### src/rtl/priority_scan_encoder.sv
// Sequential priority scan encoder: captures a request vector and emits the index
// of every set bit, one per accepted output beat, lowest-first or highest-first.
module priority_scan_encoder #(
  parameter int  WIDTH     = 8,
  parameter bit  MSB_FIRST = 1'b0,
  localparam int IDX_W     = $clog2(WIDTH)
) (
  input  logic             clk,
  input  logic             rst_n,
  input  logic [WIDTH-1:0] inData,
  input  logic             inValid,
  output logic             inReady,
  output logic [IDX_W-1:0] outIdx,
  output logic             outValid,
  input  logic             outReady,
  output logic             outLast,
  output logic             outNone,
  output logic [IDX_W:0]   outCnt
);

  localparam logic [0:0]       ST_IDLE = 1'b0;
  localparam logic [0:0]       ST_SCAN = 1'b1;
  localparam logic [WIDTH-1:0] ONE_VEC = {{(WIDTH-1){1'b0}}, 1'b1};

  logic [0:0]       state_q, state_d;
  logic [WIDTH-1:0] pending_q, pending_d;
  logic [IDX_W:0]   cnt_q, cnt_d;
  logic             none_q, none_d;
  logic             live_q, live_d;

  logic             scan_s;
  logic             single_s;
  logic [IDX_W-1:0] pick_s;
  logic [WIDTH-1:0] pick_mask_s;

  // Last hit wins, so the walk direction decides which end has priority.
  function automatic logic [IDX_W-1:0] pick_index(input logic [WIDTH-1:0] vec);
    logic [IDX_W-1:0] idx;
    idx = '0;
    for (int i = 0; i < WIDTH; i++) begin
      if (MSB_FIRST) begin
        idx = vec[i] ? IDX_W'(i) : idx;
      end else begin
        idx = vec[WIDTH-1-i] ? IDX_W'(WIDTH-1-i) : idx;
      end
    end
    return idx;
  endfunction

  function automatic logic [IDX_W:0] popcount(input logic [WIDTH-1:0] vec);
    logic [IDX_W:0] sum;
    sum = '0;
    for (int i = 0; i < WIDTH; i++) begin
      sum = sum + {{IDX_W{1'b0}}, vec[i]};
    end
    return sum;
  endfunction

  // Outputs decode registered state only; live_q holds inReady low until reset has released.
  always_comb begin
    scan_s      = (state_q == ST_SCAN);
    pick_s      = pick_index(pending_q);
    pick_mask_s = ONE_VEC << pick_s;
    single_s    = (pending_q != '0) && ((pending_q & (pending_q - ONE_VEC)) == '0);
    inReady     = live_q && !scan_s;
    outValid    = scan_s;
    outIdx      = scan_s ? pick_s : '0;
    outLast     = scan_s && (none_q || single_s);
    outNone     = scan_s && none_q;
    outCnt      = scan_s ? cnt_q : '0;
  end

  // Next-state logic: capture in IDLE, retire one bit per accepted beat in SCAN.
  always_comb begin
    state_d   = state_q;
    pending_d = pending_q;
    cnt_d     = cnt_q;
    none_d    = none_q;
    live_d    = 1'b1;
    case (state_q)
      ST_IDLE: begin
        if (inValid && live_q) begin
          pending_d = inData;
          cnt_d     = popcount(inData);
          none_d    = (inData == '0);
          state_d   = ST_SCAN;
        end else begin
          state_d   = ST_IDLE;
        end
      end
      ST_SCAN: begin
        if (outReady) begin
          pending_d = pending_q & ~pick_mask_s;
          if (outLast) begin
            state_d = ST_IDLE;
            cnt_d   = '0;
            none_d  = 1'b0;
          end else begin
            state_d = ST_SCAN;
          end
        end else begin
          state_d = ST_SCAN;
        end
      end
      default: begin
        state_d   = ST_IDLE;
        pending_d = '0;
        cnt_d     = '0;
        none_d    = 1'b0;
      end
    endcase
  end

  // State registers with synchronous active-low reset taking priority over everything.
  always_ff @(posedge clk) begin
    if (!rst_n) begin
      state_q   <= ST_IDLE;
      pending_q <= '0;
      cnt_q     <= '0;
      none_q    <= 1'b0;
      live_q    <= 1'b0;
    end else begin
      state_q   <= state_d;
      pending_q <= pending_d;
      cnt_q     <= cnt_d;
      none_q    <= none_d;
      live_q    <= live_d;
    end
  end

endmodule

### config.mk
export PLATFORM = sky130hd
export DESIGN_NAME = priority_scan_encoder
export DESIGN_NICKNAME = d
export VERILOG_FILES = /design/src/rtl/priority_scan_encoder.sv
export SDC_FILE = /design/constraint.sdc
export NUM_CORES = 1
export LEC_CHECK = 0
export BUFFER_PORTS_ARGS = -buffer_cell sky130_fd_sc_hd__buf_4
export CAP_MARGIN = 20
export CORE_ASPECT_RATIO = 1.4
export CORE_MARGIN = 2
export CORE_UTILIZATION = 25
export CTS_CLUSTER_DIAMETER = 60
export DETAILED_ROUTE_END_ITERATION = 10
export PLACE_DENSITY = 0.43
export SYNTH_ARGS = -nofsm -noshare
export SYNTH_HDL_FRONTEND = slang
export SYNTH_SLANG_ARGS = --single-unit
### constraint.sdc
create_clock -name clk -period 3.99 [get_ports clk]
set_clock_uncertainty 0.1 [all_clocks]
set_input_delay 0.5985 -clock clk [delete_from_list [all_inputs] [get_ports clk]]
set_output_delay 0.5985 -clock clk [all_outputs]
set_load 0.01 [all_outputs]
# After elaboration in Yosys (flattened, before gate mapping)
# Index checks and enable logic that the tools add are counted.
[op_classes]
shifts = 1
eq_ne = 3
mux = 26
addsub = 8
n_bitwise = 4
reduce_logical = 12
[ops]
columns = ["cell", "count"]
rows = [
  ["3-bit 2-to-1 mux", 9],
  ["4-bit by 1-bit adder with 4-bit output", 4],
  ["8-bit AND", 2],
  ["8-bit logical NOT", 2],
  ["4-bit 2-to-1 mux", 4],
  ["8-bit 2-to-1 mux", 2],
  ["8-bit case mux with 2 select lines", 1],
  ["8-bit NOT", 1],
  ["4-bit case mux with 2 select lines", 1],
  ["8-bit nonzero test", 1],
  ["1-bit by 3-bit << shifter with 8-bit output (first input constant)", 1],
  ["8-bit by 1-bit subtractor with 8-bit output (second input constant)", 1],
  ["1-bit 2-to-1 mux", 7],
  ["2-bit inequality test (second input constant)", 3],
  ["1-bit logical AND", 5],
  ["3-bit by 1-bit adder with 4-bit output", 1],
  ["1-bit case mux with 2 select lines", 2],
  ["2-bit by 1-bit adder with 3-bit output", 1],
  ["3-bit AND reduction", 1],
  ["1-bit by 1-bit adder with 2-bit output", 1],
  ["2-bit AND reduction", 1],
  ["1-bit logical NOT", 1],
  ["1-bit logical OR", 1],
  ["1-bit NOT", 1],
]
[word_totals]
reg_bits = 15
output_inout_bits = 11
input_bits = 12
word_cells = 59

# Longest topological paths before layout
# Gate-level depths: netlist of the first run.
[depth]
ltp_word = 13
mapped_depth = 11
mapped_depth_nobuf = 11

# Worst setup path before layout of the first run
# No wires, ideal clock.
[synth_timing]
path_type = "input to register"
from = "input port inData[0]"
to = "register cnt_q[2]"
t_required_ns = 3.769
setup_ns = 0.121
path_stages = 11
t_arrival_ns = 2.903
n_path_buf = 0
slack_ns = 0.866
cell_sequence = "fa_1 inv_1 fa_1 fa_1 inv_1 ha_1 inv_1 fa_1 xnor2_1 nand3_1 o21ai_1"
[synth_between]
elab_chain_cells = 9
[synth_rtl]
columns = ["element", "line_no", "rtl"]
rows = [
  ["start: declaration", "10", "input logic [WIDTH-1:0] inData,"],
  ["1-bit by 1-bit adder with 2-bit output", "54", "sum = sum + {{IDX_W{1'b0}}, vec[i]};"],
  ["2-bit by 1-bit adder with 3-bit output", "54", ""],
  ["3-bit by 1-bit adder with 4-bit output", "54", ""],
  ["4-bit by 1-bit adder with 4-bit output (4 in series)", "54", ""],
  ["4-bit 2-to-1 mux", "82", "if (inValid && live_q) begin"],
  ["4-bit case mux with 2 select lines", "80", "case (state_q)"],
  ["end signal: assignment", "125", "cnt_q <= cnt_d;"],
  ["end: declaration", "27", "logic [IDX_W:0] cnt_q, cnt_d;"],
]
# Every way passes these cells. The select of a mux whose other input is x is not followed.
# A chain may end at the register's enable or synchronous reset.

# Worst setup path after layout of the first run
# Same ends and word-level chain as after synthesis.

==> results of run 1 <==
-- kinds of logic after synthesis --
family / after synthesis / share of synthesized area, %
AO/OA/AOI/OAI: 37 / 24.21
XOR/XNOR: 2 / 1.577
adder cells (fa/ha/maj): 8 / 11.71
buffers and inverters: 20 / 6.982
flip-flops: 15 / 27.03
multiplexers: 1 / 0.9009
AND/OR/NAND/NOR: 57 / 27.59
-- synthesized netlist by cell type, types with 2 or more instances --
master and n:
inv_1 14, nor3_1 3, ha_1 4, clkbuf_1 3, a21oi_2 2, a22oi_1 2, xnor2_1 2, nand3_1 4
nor2b_1 3, buf_2 2, o21ai_0 2, a21boi_1 3, a21o_1 2, and2_1 7, nor2_1 11, nand2b_1 2
dfxtp_1 15, a31oi_1 2, a21oi_1 8, nand2_1 16, fa_1 4, o21ai_1 7
-- through the flow --
stage | std cells | total power, W
after floorplan | 140 | 0.0002812
final | 220 | 0.0004486
after CTS | 220 | 0.0004557
after global placement | 216 | 0.0003277
after detailed placement | 216 | 0.0003297
after global routing | 220 | 0.0004841
-- power breakdown --
group | internal [W] | switching (W)
sequential | 0.000161 | 0.0000180
combinational | 0.0000671 | 0.0000788
clock | 0.0000691 | 0.0000549
total | 0.000297 | 0.000152
-- registers in the layout (all words and copies together) (netlist names) --
name       cells
cnt_q          4
live_q         1
none_q         1
outValid       1
pending_q      8
-- final cells by class --
| class | count | area (um2) | area share, % |
|---|---|---|---|
| sequential | 15 | 300.3 | 21.88 |
| tap | 60 | 75.07 | 5.469 |
| clock buffer | 3 | 41.29 | 3.008 |
| clock inverter | 1 | 5.005 | 0.3646 |
| multi-input combinational | 105 | 733.2 | 53.42 |
| timing repair buffer | 22 | 165.2 | 12.03 |
| inverter | 14 | 52.55 | 3.829 |
-- layer usage --
layer | up-vias | track usage [%] | routed length (um)
met4 | 0 | 3.636 | 19
met5 | - | 0 | 0
met2 | 19 | 20.95 | 1553
met3 | 2 | 1.713 | 94
li1 | 524 | - | -
met1 | 498 | 15.98 | 1255
-- worst max-delay path: stages --
cell	delay, ns
buf_4	0.12
fa_1	0.52
inv_1	0.05
fa_1	0.49
fa_1	0.41
inv_1	0.06
ha_1	0.15
inv_1	0.06
fa_1	0.38
xnor2_1	0.13
nand3_1	0.07
o21ai_1	0.07
-- worst max path at each step --
stage / startpoint / to / slack [ns] / depth (start not counted)
finish: inData[0] / cnt_q[2]$_SDFFE_PN0P_ / 0.89 / 12
global route: inData[0] / cnt_q[2]$_SDFFE_PN0P_ / 0.78 / 12
CTS: inData[0] / cnt_q[2]$_SDFFE_PN0P_ / 0.89 / 12
detailed placement: inData[0] / cnt_q[2]$_SDFFE_PN0P_ / 0.62 / 12
global placement: inData[0] / cnt_q[2]$_SDFFE_PN0P_ / 0.66 / 12
floorplan: inData[0] / cnt_q[2]$_SDFFE_PN0P_ / 0.87 / 11
==> flow_summary.ini, run 1 <==
[synth]
synth_cell_types = 44
yosysTopAreaCell = dfxtp_1
ys_ff_latch = 15
synth_top_area_share_pct = 27.03
yosysSeqAreaShare_pct = 27.03
synth_edf_count = 0
synthCells = 140
yosys_warnings = 0
synthFlopType = dfxtp_1
async_reset_ff_share_pct = 0
synth_area_per_cell_um2 = 7.936
synth_fp_nets = 160
syn-cell-area_um2 = 1111
synthTopCellsByArea = dfxtp_1, fa_1, nand2_1, inv_1, ha_1

[layout]
post-route-util_pct = 32.38
layout-drive-gt1-share_pct = 21.88
final_area_um2 = 1373
n_antenna_cell = 0
mostFrequentLayoutCells = buf_4, nand2_1, dfxtp_1
syn2layout_area_growth_pct = 23.54
nFillCells = 471
final_common_cell = buf_4
nNetsFinal = 181

[setup_path]
rr_worst_depth = 5
worstSetupPathType = input port to flop
timing.rr.start = outValid$_SDFF_PN0_
rr_endpoint = cnt_q[3]$_SDFFE_PN0P_
worstPathRequired_ns = 4.02
worstPathArrival_ns = 3.13
worst-r2r-setup-slack_ns = 1.70
critPathLaunchType = input port
cp_max_fo = 3
endpoint_kind = flop

[floorplanning]
start_util_pct = 26.21
pin_count = 23
die_area_um2 = 5001
fp.dieH_um = 82.88
die_w_um = 60.34
core_um2 = 4239
placementRows = 28

[routing]
drt_wl_total_um = 2921
dr.pass1.iters = 4
vias = 1043
viasPerCell = 4.741
final_antenna_net_count = 0
remaining_drc_errors = 0
wl_per_cell_um = 13.28
drt_first_iter_violations = 32

[timing]
finalCritPeriodShare_pct = 77.59
setup_viol = 0
maxSlewViolCount = 0
tightest_slew_ns = 0.6765
max_slew_margin_pct = 54.90
hold_ws_ns = 0.3512
fin_tns_setup_ns = 0
rsz0062_at_grt = false
hold_viol_final = 0
fin_ws_ns = 0.8940
period_minus_slack_ns = 3.096
fmax_mhz = 323.0

[hold_path]
hp-class = flop to flop
holdPathStages = 2
min_to = cnt_q[2]$_SDFFE_PN0P_
hp-start = cnt_q[2]$_SDFFE_PN0P_

[global_routing]
first_global_vias = 1042
grt_pass1_wl_um = 4864
grt-ovfl-total = 0
grt_max_degree = 21
antenna_found_initial = 0
track_usage_pct = 12.45

[pwr]
power_density_nw_per_um2 = 326.8
power_leakage_nw = 0.5642
vdd_drop_max_uv = 145.4

[placement]
portBuffers = 22
gp_congestion = 0.7416
placed_area_um2 = 1326
hpwl_um = 2278
place_ws_ns = 0.6207

[clock_tree]
post_cts_buffers = 0
clock_latency_ns = 0.25
cts_tree = built
cts_hold_buf = 0
cts_resized = 0
cts_root_buffer = clkbuf_8
htreeDepth = 1
numCtsBuffers = 3
numClockSinks = 15
cts_buffer_depth = 2
clk_pin_slew_ns = 0.07

[outcome]
run_status = completed

[flow_run]
maxCapViolCount = 0
Note: power is estimated with default switching activity, not from simulation.
==> inputs of run 2 (changes only) <==
clock period = 2.9 ns   (was 3.99 ns; I/O delays follow)
==> run 2 against run 1 <==
The flow now finishes with violations (setup timing). Die area is the same. Sequential share of layout area shrank 0.64 points. Final cell count up 1.8%.
==> flow_summary.ini, run 2 (synthesis gave the netlist of run 1 again) <==
[layout]
nFillCells = 461
nNetsFinal = 185
final_common_cell = buf_4
largest_reg_flops = 8
reg_top3 = pending_q: 8 flops, cnt_q: 4 flops
n_antenna_cell = 0
layout-drive-gt1-share_pct = 25.61
regMostFlops = pending_q
syn2layout_area_growth_pct = 27.25
mostFrequentLayoutCells = buf_4, nand2_1, dfxtp_1

[routing]
drt_wl_total_um = 2943
remaining_drc_errors = 0
viasPerCell = 4.696
wl_per_cell_um = 13.14
final_antenna_net_count = 0
drt_first_iter_violations = 20
vias = 1052
dr.pass1.iters = 5

[global_routing]
track_usage_pct = 12.61
grt_pass1_wl_um = 4871
grt-ovfl-total = 0
grt_max_degree = 21
first_global_vias = 1037
antenna_found_initial = 0

[timing]
max_slew_margin_pct = 55.27
fin_tns_setup_ns = -0.01904
finalCritPeriodShare_pct = 100.7
fmax_mhz = 342.6
rsz0062_at_grt = true
period_minus_slack_ns = 2.919
setup_viol = 1
maxSlewViolCount = 0
fin_ws_ns = -0.01904
hold_viol_final = 0
tightest_slew_ns = 0.6710

[setup_path]
worst-r2r-setup-slack_ns = 0.95
critPathLaunchType = input port
path_cells = buf_6, fa_1, inv_1, fa_1, fa_1, inv_1, ha_2, inv_2, fa_2, nand3b_1, o21ai_1
worstPathArrival_ns = 2.96
cp_top_family = adder cells
endpoint_kind = flop
rr_endpoint = cnt_q[3]$_SDFFE_PN0P_
worstPathRequired_ns = 2.94
cp.depth = 11
worstSetupPathType = input port to flop
cp_max_fo = 2
max_stage_delay_ns = 0.52
timing.rr.start = outValid$_SDFF_PN0_
path_buf_inv = 4
cpMostUsedCell = fa_1
slowest_stage = fa_1
rr_worst_depth = 5

[clock_tree]
cts_hold_buf = 0
cts_tree = built
htreeDepth = 1
cts_buffer_depth = 2
cts_root_buffer = clkbuf_8
post_cts_buffers = 0
numClockSinks = 15
clock_latency_ns = 0.25
clk_pin_slew_ns = 0.07
numCtsBuffers = 3

[floorplanning]
die_w_um = 60.34
die_area_um2 = 5001
pin_count = 23
fp.dieH_um = 82.88
placementRows = 28
start_util_pct = 26.21
core_um2 = 4239

[pwr]
power_density_nw_per_um2 = 446.8
power_leakage_nw = 0.5787
vdd_drop_max_uv = 219.6

[flow_run]
maxCapViolCount = 0

[placement]
portBuffers = 22
place_ws_ns = -0.3074
gp_congestion = 0.8048
hpwl_um = 2279

[hold_path]
min_to = outValid$_SDFF_PN0_
hp-class = input port to flop
holdPathStages = 2
hp-start = outReady

[outcome]
violations = setup timing
run_status = complete, but fails checks
## run 2: cell count changes in the layout (fill, tap and decap cells not counted), sizes merged
| cell | change |
|---|---|
| buf | +4 |
| clkinv | -1 |
| clkinvlp | +1 |
## run 2: repair_timing
item / 4_1_cts / 5_1_grt
hold endpoints to repair: 0 / 0
setup endpoints to repair: 2 / 2
pin swaps: 0 / 1
gates resized for setup: 3 / 1
## run 2: worst max-delay path by stage
stage | endpoint | from
3_5_place_dp | cnt_q[2]$_SDFFE_PN0P_ | inData[0]
2_1_floorplan | cnt_q[2]$_SDFFE_PN0P_ | inData[0]
3_3_place_gp | cnt_q[2]$_SDFFE_PN0P_ | inData[0]
4_1_cts | cnt_q[2]$_SDFFE_PN0P_ | inData[0]
6_report | cnt_q[1]$_SDFFE_PN0P_ | inData[0]
5_1_grt | cnt_q[1]$_SDFFE_PN0P_ | inData[0]
## run 2: routing by layer
metal	track usage, %	vias to the layer above	wire length [um]
met5	0	-	0
met4	6.263	0	87
met3	1.246	6	102
met2	20.45	23	1472
met1	16.01	491	1280
li1	-	532	-
## run 2: metrics by stage
step	power, W	hold slack (ns)	cell area, um2	instances	utilization (%)
after floorplan	0.0003869	0.3238	1111	140	-
after global placement	0.0004552	0.3351	1356	220	32.00
after detailed placement	0.0004593	0.3434	1356	220	32.00
after CTS	0.0006406	0.2951	1411	224	33.29
after global routing	0.0006777	0.2976	1414	224	33.35
final	0.0006317	0.2961	1414	224	33.35
## run 2: where the power goes
part           internal [W]  switching [W]  leakage [nW]
Sequential         0.000221      0.0000181         0.123
Combinational     0.0000988       0.000117         0.434
Clock             0.0000965      0.0000799        0.0217
## run 2: layout make-up
type,instances,area (um2),area share [%]
Clock buffer,3,41.29,2.920
Clock inverter,1,7.507,0.5310
Inverter,14,52.55,3.717
Multi-Input combinational cell,105,738.2,52.21
Sequential cell,15,300.3,21.24
Tap cell,60,75.07,5.310
Timing Repair Buffer,26,198.9,14.07
==> inputs of run 3 (changes only) <==
RECOVER_POWER = 100   (was not set)
==> run 3 against run 2 <==
The run still ends with setup timing left. Cell area decreased by 0.53%. Via count about the same. Hold slack about the same. Final cell count unchanged. First-iteration DRC count unchanged. Sequential power about the same. Global-route usage unchanged. Critical path depth unchanged. Non-clock buffer count unchanged. Largest power group unchanged. Register-to-register slack got worse by 0.12 ns. Power decreased by 0.25%. Clock power about the same.
==> flow_summary.ini, run 3 (synthesis gave the netlist of run 1 again) <==
[hold_path]
hp-start = outReady
hp-class = input port to flop

[floorplanning]
pin_count = 23
placementRows = 28
start_util_pct = 26.21
core_um2 = 4239
die_w_um = 60.34
die_area_um2 = 5001
fp.dieH_um = 82.88

[setup_path]
timing.rr.start = outValid$_SDFF_PN0_
cp_max_fo = 2
critPathLaunchType = input port
endpoint_kind = flop
worstPathRequired_ns = 2.94
worstSetupPathType = input port to flop
worstPathArrival_ns = 2.96
crit_path_start = inData[0]

[layout]
nFillCells = 465
mostFrequentLayoutCells = buf_4, nand2_1, dfxtp_1
n_antenna_cell = 0
layout-drive-gt1-share_pct = 24.39
reg_top3 = pending_q: 8 flops, cnt_q: 4 flops
syn2layout_area_growth_pct = 26.58
nNetsFinal = 185
final_common_cell = buf_4
regMostFlops = pending_q
largest_reg_flops = 8
final_cells = 224
final_area_um2 = 1406

[global_routing]
track_usage_pct = 12.61
grt_max_degree = 21
grt_pass1_wl_um = 4871
antenna_found_initial = 0
grt-ovfl-total = 0
first_global_vias = 1037

[routing]
wl_per_cell_um = 13.11
viasPerCell = 4.692
dr.pass1.iters = 5
final_antenna_net_count = 0
remaining_drc_errors = 0
drt_wl_total_um = 2936
drt_first_iter_violations = 20
vias = 1051

[pwr]
vdd_drop_max_uv = 220.0
power_leakage_nw = 0.5658
power_density_nw_per_um2 = 448.1

[timing]
maxSlewViolCount = 0
period_minus_slack_ns = 2.918
max_slew_margin_pct = 45.78
tightest_slew_ns = 0.8132
fin_tns_setup_ns = -0.01829
rsz0062_at_grt = true
setup_viol = 1
fin_ws_ns = -0.01829
fmax_mhz = 342.7
hold_viol_final = 0
finalCritPeriodShare_pct = 100.6

[clock_tree]
post_cts_buffers = 0
clk_pin_slew_ns = 0.07
numClockSinks = 15
cts_buffer_depth = 2
clock_latency_ns = 0.25
htreeDepth = 1
cts_root_buffer = clkbuf_8
cts_tree = built
numCtsBuffers = 3

[placement]
dp.cells = 220
placed_area_um2 = 1356
portBuffers = 22
gp_congestion = 0.8048
place_ws_ns = -0.3074
hpwl_um = 2279

[flow_run]
maxCapViolCount = 0

[outcome]
run_status = complete, but fails checks
violations = setup timing
==> run 3: worst paths after layout <==
path | endpoint | slack, ns | cells after the start
min reg2reg | cnt_q[2]$_SDFFE_PN0P_ | 0.35 | 2
min | outValid$_SDFF_PN0_ | 0.30 | 2
max | cnt_q[1]$_SDFFE_PN0P_ | -0.02 | 11
max reg2reg | cnt_q[3]$_SDFFE_PN0P_ | 0.83 | 6
==> run 3: report_power, final <==
part / total [W] / internal (W) / switching, W / leakage (nW)
Combinational: 0.000214 / 0.0000965 / 0.000117 / 0.421
Clock: 0.000177 / 0.0000965 / 0.0000805 / 0.0217
Sequential: 0.000239 / 0.000221 / 0.0000182 / 0.123
==> run 3: stage by stage <==
stage	hold WS [ns]	utilization (%)	total power, W
after floorplan	0.3238	-	0.0003869
after global placement	0.3351	32.00	0.0004552
after detailed placement	0.3434	32.00	0.0004593
after CTS	0.2951	33.29	0.0006406
after global routing	0.2976	33.18	0.0006756
final	0.2964	33.18	0.0006302
==> run 3: final cells by class <==
class                           instances  area [um2]  share of cell area, %
Clock inverter                          1       7.507                 0.5338
Tap cell                               60       75.07                  5.338
Inverter                               14       52.55                  3.737
Multi-Input combinational cell        105       738.2                  52.49
Sequential cell                        15       300.3                  21.35
Timing Repair Buffer                   26       191.4                  13.61
Clock buffer                            3       41.29                  2.936
==> run 3: routing by layer <==
layer / track usage (%) / wire length, um
met5: 0 / 0
met4: 6.263 / 87
met3: 1.246 / 96
met1: 16.01 / 1282
met2: 20.45 / 1469
==> run 3: what timing repair did <==
item                                    4_1_cts  5_1_grt
hold buffers                                  0        0
gates resized for setup                       3        1
endpoints found under the setup margin        2        2
pin swaps                                     0        1
==> run 3: critical path, stage by stage <==
cell	delay (ns)
buf_6	0.10
fa_1	0.52
inv_1	0.05
fa_1	0.49
fa_1	0.41
inv_1	0.07
ha_2	0.18
inv_2	0.04
fa_2	0.50
nand3b_1	0.09
o21ai_1	0.07
